`config.mk`:
```
export PLATFORM = sky130hd
export DESIGN_NAME = event_framer
export DESIGN_NICKNAME = d
export VERILOG_FILES = /design/src/rtl/event_framer.sv
export SDC_FILE = /design/constraint.sdc
export NUM_CORES = 1
export LEC_CHECK = 0
export ABC_AREA = 1
export BUFFER_PORTS_ARGS = -buffer_cell sky130_fd_sc_hd__buf_4
export CORE_MARGIN = 5
export CORE_UTILIZATION = 40
export DETAILED_ROUTE_END_ITERATION = 10
export HOLD_SLACK_MARGIN = 0.06
export PLACE_DENSITY_LB_ADDON = 0.25
export SYNTH_ARGS = -nofsm -noshare
export SYNTH_HDL_FRONTEND = slang
export SYNTH_SLANG_ARGS = --single-unit
```
`constraint.sdc`:
```
create_clock -name AXIS_ACLK -period 2.8 [get_ports AXIS_ACLK]
set_input_delay 0.28 -clock AXIS_ACLK [delete_from_list [all_inputs] [get_ports AXIS_ACLK]]
set_output_delay 0.28 -clock AXIS_ACLK [all_outputs]
set_load 0.02 [all_outputs]
```
`src/rtl/event_framer.sv`:
```
// Wraps each 64-bit trigger event in a header/trailer frame for the DMA.
// Optional macro EVENT_FRAMER_CHECKSUM_EN adds a 16-bit lane-XOR checksum to the trailer.
module event_framer #(
  parameter int DATA_WIDTH    = 64,
  parameter int EVT_CNT_WIDTH = 32,
  parameter int MAX_EVT_WORDS = 256
) (
  input  logic                     AXIS_ACLK,
  input  logic                     AXIS_ARESETN,
  input  logic [DATA_WIDTH-1:0]    S_AXIS_TDATA,
  input  logic                     S_AXIS_TVALID,
  output logic                     S_AXIS_TREADY,
  input  logic                     S_AXIS_TLAST,
  input  logic                     S_AXIS_TUSER,
  output logic [DATA_WIDTH-1:0]    M_AXIS_TDATA,
  output logic                     M_AXIS_TVALID,
  input  logic                     M_AXIS_TREADY,
  output logic                     M_AXIS_TLAST,
  output logic [EVT_CNT_WIDTH-1:0] O_EVENT_COUNT,
  output logic                     O_TRUNC_PULSE
);

  typedef enum logic [2:0] {
    ST_IDLE    = 3'd0,
    ST_HEADER  = 3'd1,
    ST_DATA    = 3'd2,
    ST_TRAILER = 3'd3,
    ST_DROP    = 3'd4
  } state_t;

  state_t                   state_q, state_d;
  logic [DATA_WIDTH-1:0]    out_data_q, out_data_d;
  logic                     out_valid_q, out_valid_d;
  logic                     out_last_q, out_last_d;
  logic                     trunc_pulse_q, trunc_pulse_d;
  logic [EVT_CNT_WIDTH-1:0] evt_cnt_q, evt_cnt_d;
  logic [15:0]              word_cnt_q, word_cnt_d;
  logic                     truncated_q, truncated_d;
  logic                     missing_last_q, missing_last_d;
  logic                     can_load_s;
  logic                     new_evt_s;
  logic                     in_ready_s;
  logic [15:0]              word_cnt_inc_s;
  logic [31:0]              evt_num_s;
  logic [15:0]              cksum_field_s;

`ifdef EVENT_FRAMER_CHECKSUM_EN
  logic [15:0] cksum_q, cksum_d;

  function automatic logic [15:0] lane_fold(input logic [63:0] w);
    return w[63:48] ^ w[47:32] ^ w[31:16] ^ w[15:0];
  endfunction
`endif

  // Next-state, output register load and input handshake
  always_comb begin
    state_d        = state_q;
    out_data_d     = out_data_q;
    out_valid_d    = out_valid_q && !M_AXIS_TREADY;
    out_last_d     = out_last_q;
    trunc_pulse_d  = 1'b0;
    evt_cnt_d      = evt_cnt_q;
    word_cnt_d     = word_cnt_q;
    truncated_d    = truncated_q;
    missing_last_d = missing_last_q;
    in_ready_s     = 1'b0;
`ifdef EVENT_FRAMER_CHECKSUM_EN
    cksum_d        = cksum_q;
    cksum_field_s  = cksum_q;
`else
    cksum_field_s  = 16'h0000;
`endif
    can_load_s     = !out_valid_q || M_AXIS_TREADY;
    new_evt_s      = S_AXIS_TVALID && S_AXIS_TUSER && (word_cnt_q != 16'd0);
    word_cnt_inc_s = word_cnt_q + 16'd1;
    evt_num_s      = 32'd0;
    evt_num_s[EVT_CNT_WIDTH-1:0] = evt_cnt_q;

    case (state_q)
      ST_IDLE: begin
        if (S_AXIS_TVALID) begin
          state_d = ST_HEADER;
        end else begin
          state_d = ST_IDLE;
        end
      end
      ST_HEADER: begin
        if (can_load_s) begin
          out_data_d     = {16'hAA55, 16'h0000, evt_num_s};
          out_valid_d    = 1'b1;
          out_last_d     = 1'b0;
          word_cnt_d     = 16'd0;
          truncated_d    = 1'b0;
          missing_last_d = 1'b0;
`ifdef EVENT_FRAMER_CHECKSUM_EN
          cksum_d        = 16'h0000;
`endif
          state_d        = ST_DATA;
        end else begin
          state_d = ST_HEADER;
        end
      end
      ST_DATA: begin
        // A new first-word mid-event closes the current frame without consuming it
        if (new_evt_s) begin
          missing_last_d = 1'b1;
          state_d        = ST_TRAILER;
        end else begin
          in_ready_s = can_load_s;
          if (S_AXIS_TVALID && can_load_s) begin
            out_data_d  = S_AXIS_TDATA;
            out_valid_d = 1'b1;
            out_last_d  = 1'b0;
            word_cnt_d  = word_cnt_inc_s;
`ifdef EVENT_FRAMER_CHECKSUM_EN
            cksum_d     = cksum_q ^ lane_fold(S_AXIS_TDATA);
`endif
            if (S_AXIS_TLAST) begin
              state_d = ST_TRAILER;
            end else if (word_cnt_inc_s == 16'(MAX_EVT_WORDS)) begin
              truncated_d = 1'b1;
              state_d     = ST_TRAILER;
            end else begin
              state_d = ST_DATA;
            end
          end else begin
            state_d = ST_DATA;
          end
        end
      end
      ST_TRAILER: begin
        if (can_load_s) begin
          out_data_d    = {16'h55AA, 6'd0, missing_last_q, truncated_q, 8'h00,
                           word_cnt_q, cksum_field_s};
          out_valid_d   = 1'b1;
          out_last_d    = 1'b1;
          evt_cnt_d     = evt_cnt_q + EVT_CNT_WIDTH'(1);
          trunc_pulse_d = truncated_q;
          state_d       = truncated_q ? ST_DROP : ST_IDLE;
        end else begin
          state_d = ST_TRAILER;
        end
      end
      ST_DROP: begin
        if (S_AXIS_TVALID && S_AXIS_TUSER) begin
          state_d = ST_IDLE;
        end else begin
          in_ready_s = 1'b1;
          if (S_AXIS_TVALID && S_AXIS_TLAST) begin
            state_d = ST_IDLE;
          end else begin
            state_d = ST_DROP;
          end
        end
      end
      default: begin
        state_d = ST_IDLE;
      end
    endcase
  end

  // State, output register and counters
  always_ff @(posedge AXIS_ACLK or negedge AXIS_ARESETN) begin
    if (!AXIS_ARESETN) begin
      state_q        <= ST_IDLE;
      out_data_q     <= '0;
      out_valid_q    <= 1'b0;
      out_last_q     <= 1'b0;
      trunc_pulse_q  <= 1'b0;
      evt_cnt_q      <= '0;
      word_cnt_q     <= 16'd0;
      truncated_q    <= 1'b0;
      missing_last_q <= 1'b0;
`ifdef EVENT_FRAMER_CHECKSUM_EN
      cksum_q        <= 16'h0000;
`endif
    end else begin
      state_q        <= state_d;
      out_data_q     <= out_data_d;
      out_valid_q    <= out_valid_d;
      out_last_q     <= out_last_d;
      trunc_pulse_q  <= trunc_pulse_d;
      evt_cnt_q      <= evt_cnt_d;
      word_cnt_q     <= word_cnt_d;
      truncated_q    <= truncated_d;
      missing_last_q <= missing_last_d;
`ifdef EVENT_FRAMER_CHECKSUM_EN
      cksum_q        <= cksum_d;
`endif
    end
  end

  assign S_AXIS_TREADY = in_ready_s;
  assign M_AXIS_TDATA  = out_data_q;
  assign M_AXIS_TVALID = out_valid_q;
  assign M_AXIS_TLAST  = out_last_q;
  assign O_EVENT_COUNT = evt_cnt_q;
  assign O_TRUNC_PULSE = trunc_pulse_q;

endmodule

```
== Yosys cells after proc, flatten, opt, wreduce, memory -nomap -nowiden ==
Cells that the tools add are included.
Storage, ports and cells
  bits in registers: 120
  input port bits: 70
  output and inout port bits: 100
  logic and storage cells: 82
Cells by class
  $add $sub $neg: 2
  eq/ne operators: 12
  multiplexer cells: 41
  reductions and logical operators: 18
Operators by type and width (number)
  2-to-1 mux 64 bit: 4
  one-hot mux 64 bit (3 select lines): 1
  2-to-1 mux 16 bit: 3
  adder 32 x 1 -> 32 bit (second input constant): 1
  one-hot mux 16 bit (2 select lines): 1
  2-to-1 mux 1 bit: 19
  2-to-1 mux 3 bit: 6
  adder 16 x 1 -> 16 bit (second input constant): 1
  == test 16 x 9 -> 1 bit (second input constant): 1
  nonzero test 16 bit: 1
  one-hot mux 3 bit (5 select lines): 1
  != test 2 bit (second input constant): 7
  one-hot mux 1 bit (2 select lines): 4
  == test 3 x 2 -> 1 bit (second input constant): 2
  AND reduction 6 bit: 1
  logical AND 1 bit: 5
  AND reduction 5 bit: 1
  AND reduction 4 bit: 1
  == test 3 x 1 -> 1 bit (second input constant): 1
  == test 3 bit (second input constant): 1
  logical NOT 3 bit: 1
  one-hot mux 1 bit (3 select lines): 1
  AND reduction 3 bit: 1
  nonzero test 3 bit: 1
  6 further kinds: 7

== Depth between registers and ports, before layout ==
Gate-level depths: netlist of the first run.
  depth after elaboration: 7
  depth in mapped cells: 13
  gate-level depth less buffers: 13

== Worst setup path after synthesis of the first run ==
OpenSTA, ideal clock, no wires.
  path kind: register -> output
  start point: reg state_q[2]
  end point: out S_AXIS_TREADY
  arrival time: 1.502 ns
  required time: 2.520 ns
  setup slack: 1.018 ns
  cell stages (with the launch flop): 7
  buffers on the path: 1
  cells stage by stage: dfrtp_1 -> inv_2 -> nand2_2 -> nor2_2 -> buf_2 -> nand2_1 -> o21ai_0
On the way
  cells in the longest elaborated chain, start to end: 2
  elaborated cells on any way between the ends: 3
  classes of those cells: 2 x eq/ne; 1 x mux
RTL lines
  start: declaration: RTL line 31  | state_t state_q, state_d;
  start signal: assignment: RTL line 178  | state_q <= state_d;
  == test 3 bit or == test 3 x 2 -> 1 bit (tied branches): RTL line 79  | case (state_q)
  one-hot mux 1 bit (2 select lines) (*): RTL line 79
  end: declaration: RTL line 12  | output logic S_AXIS_TREADY,
Mark *: on every way between the ends. The rest lies on a longest branch, timed or not.

== Worst setup path after layout of the first run ==
  start point: reg word_cnt_q[9]
  end point: out S_AXIS_TREADY
On the way
  cells in the longest elaborated chain, start to end: 4
RTL lines
  start: declaration: RTL line 37  | logic [15:0] word_cnt_q, word_cnt_d;
  start signal: assignment: RTL line 184  | word_cnt_q <= word_cnt_d;
  nonzero test 16 bit: RTL line 74  | new_evt_s = S_AXIS_TVALID && S_AXIS_TUSER && (word_cnt_q != 16'd0);
  logical AND 1 bit: RTL line 74
  2-to-1 mux 1 bit: RTL line 105  | if (new_evt_s) begin
  one-hot mux 1 bit (2 select lines): RTL line 79
No other way between the ends.

==> metrics.csv, run 1 <==
metric,value,unit
grt_max_degree,59,
drv_cap,0,
setup_tns,0,ps
htreeDepth,4,
min_period_over_period,78.2,%
cts.sinks,120,
cp_slowest_stage_delay,440,ps
leakagePower,3.96,nW
synth_most_common_cell,nand2_1,
ys_top_cells_by_area,"dfrtp_1, nand2_1, o21ai_0",
grt_pass1_wl,27000,um
grtUsageTotal,20.3,%
antenna_found_initial,0,
peakVddDrop,0.544,mV
critical-path-top-delay-family,simple AND/OR/NAND/NOR gates,
first_iter_violations,345,
clk_latency,420,ps
dieArea,17100,um^2
tightest_slew,696,ps
rrSetupSlack,640,ps
cp_num_cells,8,
synth-seq-cells,120,
start_util,40.5,%
numCtsBuffers,17,
nets,913,
synth_ff_type,dfrtp_1,
crit_slowest_cell,dfrtp_1,
path_cells,inv_1 > nand4_1 > nor2_1 > nand2_1 > nand2_1 > nand2_1 > o21ai_0 > buf_4,
die_y,131,um
cts_buffer_depth,2,
die_width,131,um
critPathArrivalTime,1910,ps
netlist.area_leader.share,51.4,%
critPathLaunchType,flop,
r2r_cells,9,
timing.rr.start,state_q[0],
power_density,1030,nW/um^2
holdPathStages,2,
worstPathMaxFanout,5,
grt_pass1_vias,5324,
relSlewSlack,53.5,%
ys_async_sr_fraction,100,%
slew_violations,0,
cts_tree,built,
seq_area_frac_synth,51.4,%
num_vias,5232,
synthesis.area,5850,um^2
ant_nets,0,
cts-root-buf,clkbuf_16,
worstHoldEndpoint,M_AXIS_TDATA[34],
synth_edf_count,0,
worstSetupPathType,flop to primary output,
layout_setup_ws,611,ps
core,14400,um^2
fp-row-count,44,
synth_nets,741,
overflow,0,
yosysWarningCount,0,
endpoint_kind,primary output,
period_needed,2190,ps
rsz0062_at_grt,false,
antenna_cells,0,
setup_viol,0,
dp.final_hpwl,12600,um
wl,17100,um
hold_viol,0,
fmaxAchievable,457,MHz
dr.pass1.iters,5,
place_ws,697,ps
path_clk_slew,60,ps
clock-skew-final,9.90,ps
cp_common_cell,nand2_1,
reg2reg_to,M_AXIS_TDATA[27],
yosys.area.top_type,dfrtp_1,
drc,0,
wl_per_cell,16.4,um
area_delta_synth_final,35.4,%
status,"finished, final reports clean",
port_buffers,169,
gp_congestion,0.879,
min_from,S_AXIS_TDATA[34],
ios,170,
via_per_inst,5.05,
crit_buf_inv,2,
yosysUniqueCellTypes,36,
hp-class,input port to flop,
worstPathRequired,2520,ps
syn_inst,668,
post_cts_resized,0,
syn_avg_cell_area,8.75,um^2
synth_common_cells,"nand2_1, dfrtp_1, inv_1",
drive_above_1_share,27.9,%
==> placed cells by master, fill, tap and decap left out, types with 2 or more instances in the layout <==
master	n
a22o_1	14
o31ai_2	7
bufinv_16	3
nor3_1	9
buf_12	2
clkinv_2	4
xnor2_1	11
clkbuf_8	4
dfrtp_1	120
inv_1	60
nand3_2	2
xor2_1	22
ha_1	3
a21oi_1	13
o21ai_0	49
nor2_2	5
clkbuf_16	17
clkbuf_1	3
a22oi_1	16
nand2_4	2
buf_4	175
o21ai_1	10
o22ai_1	22
nand3_1	27
nand4_1	13
inv_2	7
nand2_1	153
nand2_2	3
o31ai_1	9
nor4_1	2
nor2_1	56
nor3_2	2
==> how the worst max path moves through the flow <==
stage / from / endpoint / slack, ps
floorplan: state_q[2] / S_AXIS_TREADY / 1020
global placement: state_q[0] / M_AXIS_TDATA[25] / 730
detailed placement: state_q[0] / M_AXIS_TDATA[46] / 700
CTS: word_cnt_q[9] / S_AXIS_TREADY / 600
global route: state_q[0] / M_AXIS_TDATA[30] / 380
finish: word_cnt_q[9] / S_AXIS_TREADY / 610
==> through the flow <==
stage | cells | instance area (um^2) | utilization [%] | hold slack [ps] | power [W]
after floorplan | 668 | 5850 | - | -15.6 | 0.00469
after global placement | 1004 | 7300 | 50.6 | 281 | 0.00588
after detailed placement | 1004 | 7300 | 50.6 | 273 | 0.00594
after CTS | 1037 | 7920 | 54.9 | 65.5 | 0.00822
after global routing | 1037 | 7920 | 54.9 | 73.5 | 0.00865
final | 1037 | 7920 | 54.9 | 78.4 | 0.00814
==> cell families after synthesis <==
logic type / after synthesis / synth area share, %
AOI/OAI and AO/OA: 144 / 15.9
xor gates and xnor gates: 33 / 4.94
adders and majority gates: 3 / 0.642
buffers and inverters: 92 / 6.68
DFF: 120 / 51.4
and+or+nand+nor: 276 / 20.5
==> layer usage <==
layer  vias to the layer above  wire (um)  GRT usage (%)
met4                         0        333           8.17
li1                       2580          -              -
met1                      2479       7290           26.4
met2                       149       8320           33.5
met5                         -          0              0
met3                        24       1120           3.78
==> repair_timing <==
item / 4_1_cts / 5_1_grt
hold endpoints to repair: 35 / 0
endpoints found under the setup margin: 0 / 0
hold buffers: 1 / 0
setup buffers: 0 / 0
==> worst register-to-register path: stages (launching register included) <==
cell and delay [ps]:
dfrtp_1 570, inv_1 260, nor2_1 190, a21oi_1 90, a21oi_1 160, a21oi_2 60, nand2_4 280, buf_12 290
nand2_1 110, o31ai_2 70
==> state kept, by name, indices dropped and copies added, names as in the netlist <==
name	cells
O_EVENT_COUNT	32
missing_last_q	1
word_cnt_q	16
truncated_q	1
state_q	3
M_AXIS_TLAST	1
M_AXIS_TVALID	1
M_AXIS_TDATA	64
O_TRUNC_PULSE	1
==> power by group <==
part	total (W)	leakage (nW)	internal, W	switching [W]
logic	0.00336	2.09	0.00125	0.00210
registers	0.00254	1.57	0.00221	0.000334
clock network	0.00225	0.300	0.00149	0.000760
total	0.00814	3.96	0.00494	0.00320
==> final cells by class <==
cell class	instances	area, um^2
Clock buffer	24	492
Clock inverter	8	118
Fill cell	1352	6510
Inverter	67	251
Multi-Input combinational cell	456	2460
Sequential cell	120	3000
Tap cell	184	230
Timing Repair Buffer	178	1360
Power figures use the tool's default switching activity.
==> run 2, diff against run 1 <==
Clock period 2.8 ns to 2.1 ns, I/O delays scaled along.
==> run 2 against run 1 <==
First-iteration DRC count is 22% higher. Sequential cell count stayed put. Utilization up 2.0 points. Sequential share of layout area shrank 1.3 points. Cell area up 3.7%. Register-to-register slack lost 480 ps. Via count rose by 4.0%. Total power rose by 37%. Clock-buffer cell count unchanged. Cell count grew 2.9%. Critical endpoint unchanged. Largest cell class unchanged.
==> metrics.csv, run 2 (synthesized netlist as in run 1, its figures left out) <==
metric,value,unit
drive_above_1_share,29.4,%
largest_reg_flops,64,
cts.sinks,120,
endpoint_kind,primary output,
drv_cap,0,
numCtsBuffers,17,
crit_slowest_cell,dfrtp_1,
htreeDepth,4,
fillCellCount,1338,
multi_input_area,2470,um^2
fmaxAchievable,509,MHz
clk_latency,420,ps
dr.pass1.iters,5,
path_cells,inv_1 > nand4_1 > nor2_1 > nand2_1 > nand2_1 > nand2_2 > o21ai_2 > buf_6,
relSlewSlack,54.5,%
die_y,131,um
worstPathRequired,1890,ps
grt_pass1_wl,26800,um
dieArea,17100,um^2
power_density,1350,nW/um^2
hp-class,input port to flop,
first_iter_violations,420,
final_cell_mix,"buf_4, nand2_1, dfrtp_1, inv_1, nor2_1",
ant_nets,0,
start_util,40.5,%
setup_tns,0,ps
startpoint,word_cnt_q[9],
slew_violations,0,
grt_pass1_vias,5306,
cts-root-buf,clkbuf_16,
cp-endpoint,S_AXIS_TREADY,
regArea,3010,um^2
reg2reg_to,O_EVENT_COUNT[30],
critPathLaunchType,flop,
wl,17200,um
final_common_cell,buf_4,
overflow,0,
status,"finished, final reports clean",
period_needed,1960,ps
whs,78.8,ps
r2r_cells,10,
drc,0,
setup_viol,0,
cts_tree,built,
critPathArrivalTime,1750,ps
port_buffers,169,
rrSetupSlack,160,ps
clock-skew-final,7.31,ps
gp_congestion,0.875,
antenna_found_initial,0,
worstPathMaxFanout,4,
dp.final_hpwl,12200,um
hold_viol,0,
cp_common_cell,nand2_1,
grtUsageTotal,20.2,%
area_delta_synth_final,40.4,%
cp_slowest_stage_delay,410,ps
peakVddDrop,0.624,mV
rsz0062_at_grt,false,
fp-row-count,44,
num_vias,5439,
holdPathStages,3,
path_clk_slew,50,ps
tightest_slew,682,ps
cts_buffer_depth,2,
min_period_over_period,93.6,%
ios,170,
grt_max_degree,121,
timing.rr.start,O_EVENT_COUNT[0],
nets,943,
core,14400,um^2
worstSetupPathType,flop to primary output,
wl_per_cell,16.1,um
antenna_cells,0,
leakagePower,4.11,nW
die_width,131,um
via_per_inst,5.10,
[run 2: changes by cell type in the layout (fill, tap and decap cells not counted), moves of 2 or more]
cell,before,now
buf_4,175,188
inv_2,7,9
dfrtp_2,0,2
dfrtp_1,120,118
dlygate4sd3_1,1,16
inv_1,60,58
[run 2: through the flow]
stage / total power, W / cells / cell area [um^2] / setup WS [ps] / utilization (%)
6_report: 0.0111 / 1067 / 8210 / 135 / 56.9
2_1_floorplan: 0.00626 / 668 / 5850 / 369 / -
5_1_grt: 0.0118 / 1067 / 8210 / 0.203 / 56.9
4_1_cts: 0.0111 / 1058 / 8120 / 23.1 / 56.3
3_5_place_dp: 0.00803 / 1010 / 7350 / 115 / 51.0
3_3_place_gp: 0.00795 / 1010 / 7350 / 139 / 51.0
[run 2: final cells by class]
| cell class | instances | share of cell area (%) |
|---|---|---|
| inverter | 67 | 3.06 |
| tap | 184 | 2.80 |
| multi-input combinational | 456 | 30.1 |
| clock inverter | 8 | 1.43 |
| sequential | 120 | 36.6 |
| timing repair buffer | 208 | 20.0 |
| clock buffer | 24 | 5.99 |
[run 2: worst max-delay path, delay by kind of cell, from the launching register on]
family | cells | cell delay, ps
flip-flops | 1 | 410
AO/OA/AOI/OAI | 1 | 160
buffers and inverters | 2 | 250
AND/OR/NAND/NOR | 5 | 520
[run 2: worst min-delay path by stage]
stage / to / startpoint / slack [ps]
after floorplan: M_AXIS_TDATA[0] / AXIS_ARESETN / -90
after global placement: O_EVENT_COUNT[16] / AXIS_ARESETN / 370
after detailed placement: M_AXIS_TDATA[10] / AXIS_ARESETN / 360
after CTS: M_AXIS_TDATA[63] / S_AXIS_TDATA[63] / 70
after global routing: M_AXIS_TDATA[52] / S_AXIS_TDATA[52] / 80
final: M_AXIS_TDATA[63] / S_AXIS_TDATA[63] / 80
[run 2: metal layers]
metal	vias to the layer above	part of all wire, %	global-route usage, %
met1	2592	43	26.4
met2	173	49	33.1
met5	-	0	0
met4	0	2.2	7.20
met3	37	6.1	4.47
li1	2637	-	-
[run 2: what timing repair did]
action,4_1_cts,5_1_grt
endpoints found under the setup margin,0,40
resized for setup,0,10
endpoints found under the hold margin,135,0
buffers inserted,0,9
hold buffers,16,0
[run 2: report_power, final]
part           internal [W]  switching [W]  leakage [nW]
Combinational       0.00187        0.00289          2.24
Clock               0.00198        0.00102         0.300
Sequential          0.00294       0.000411          1.57
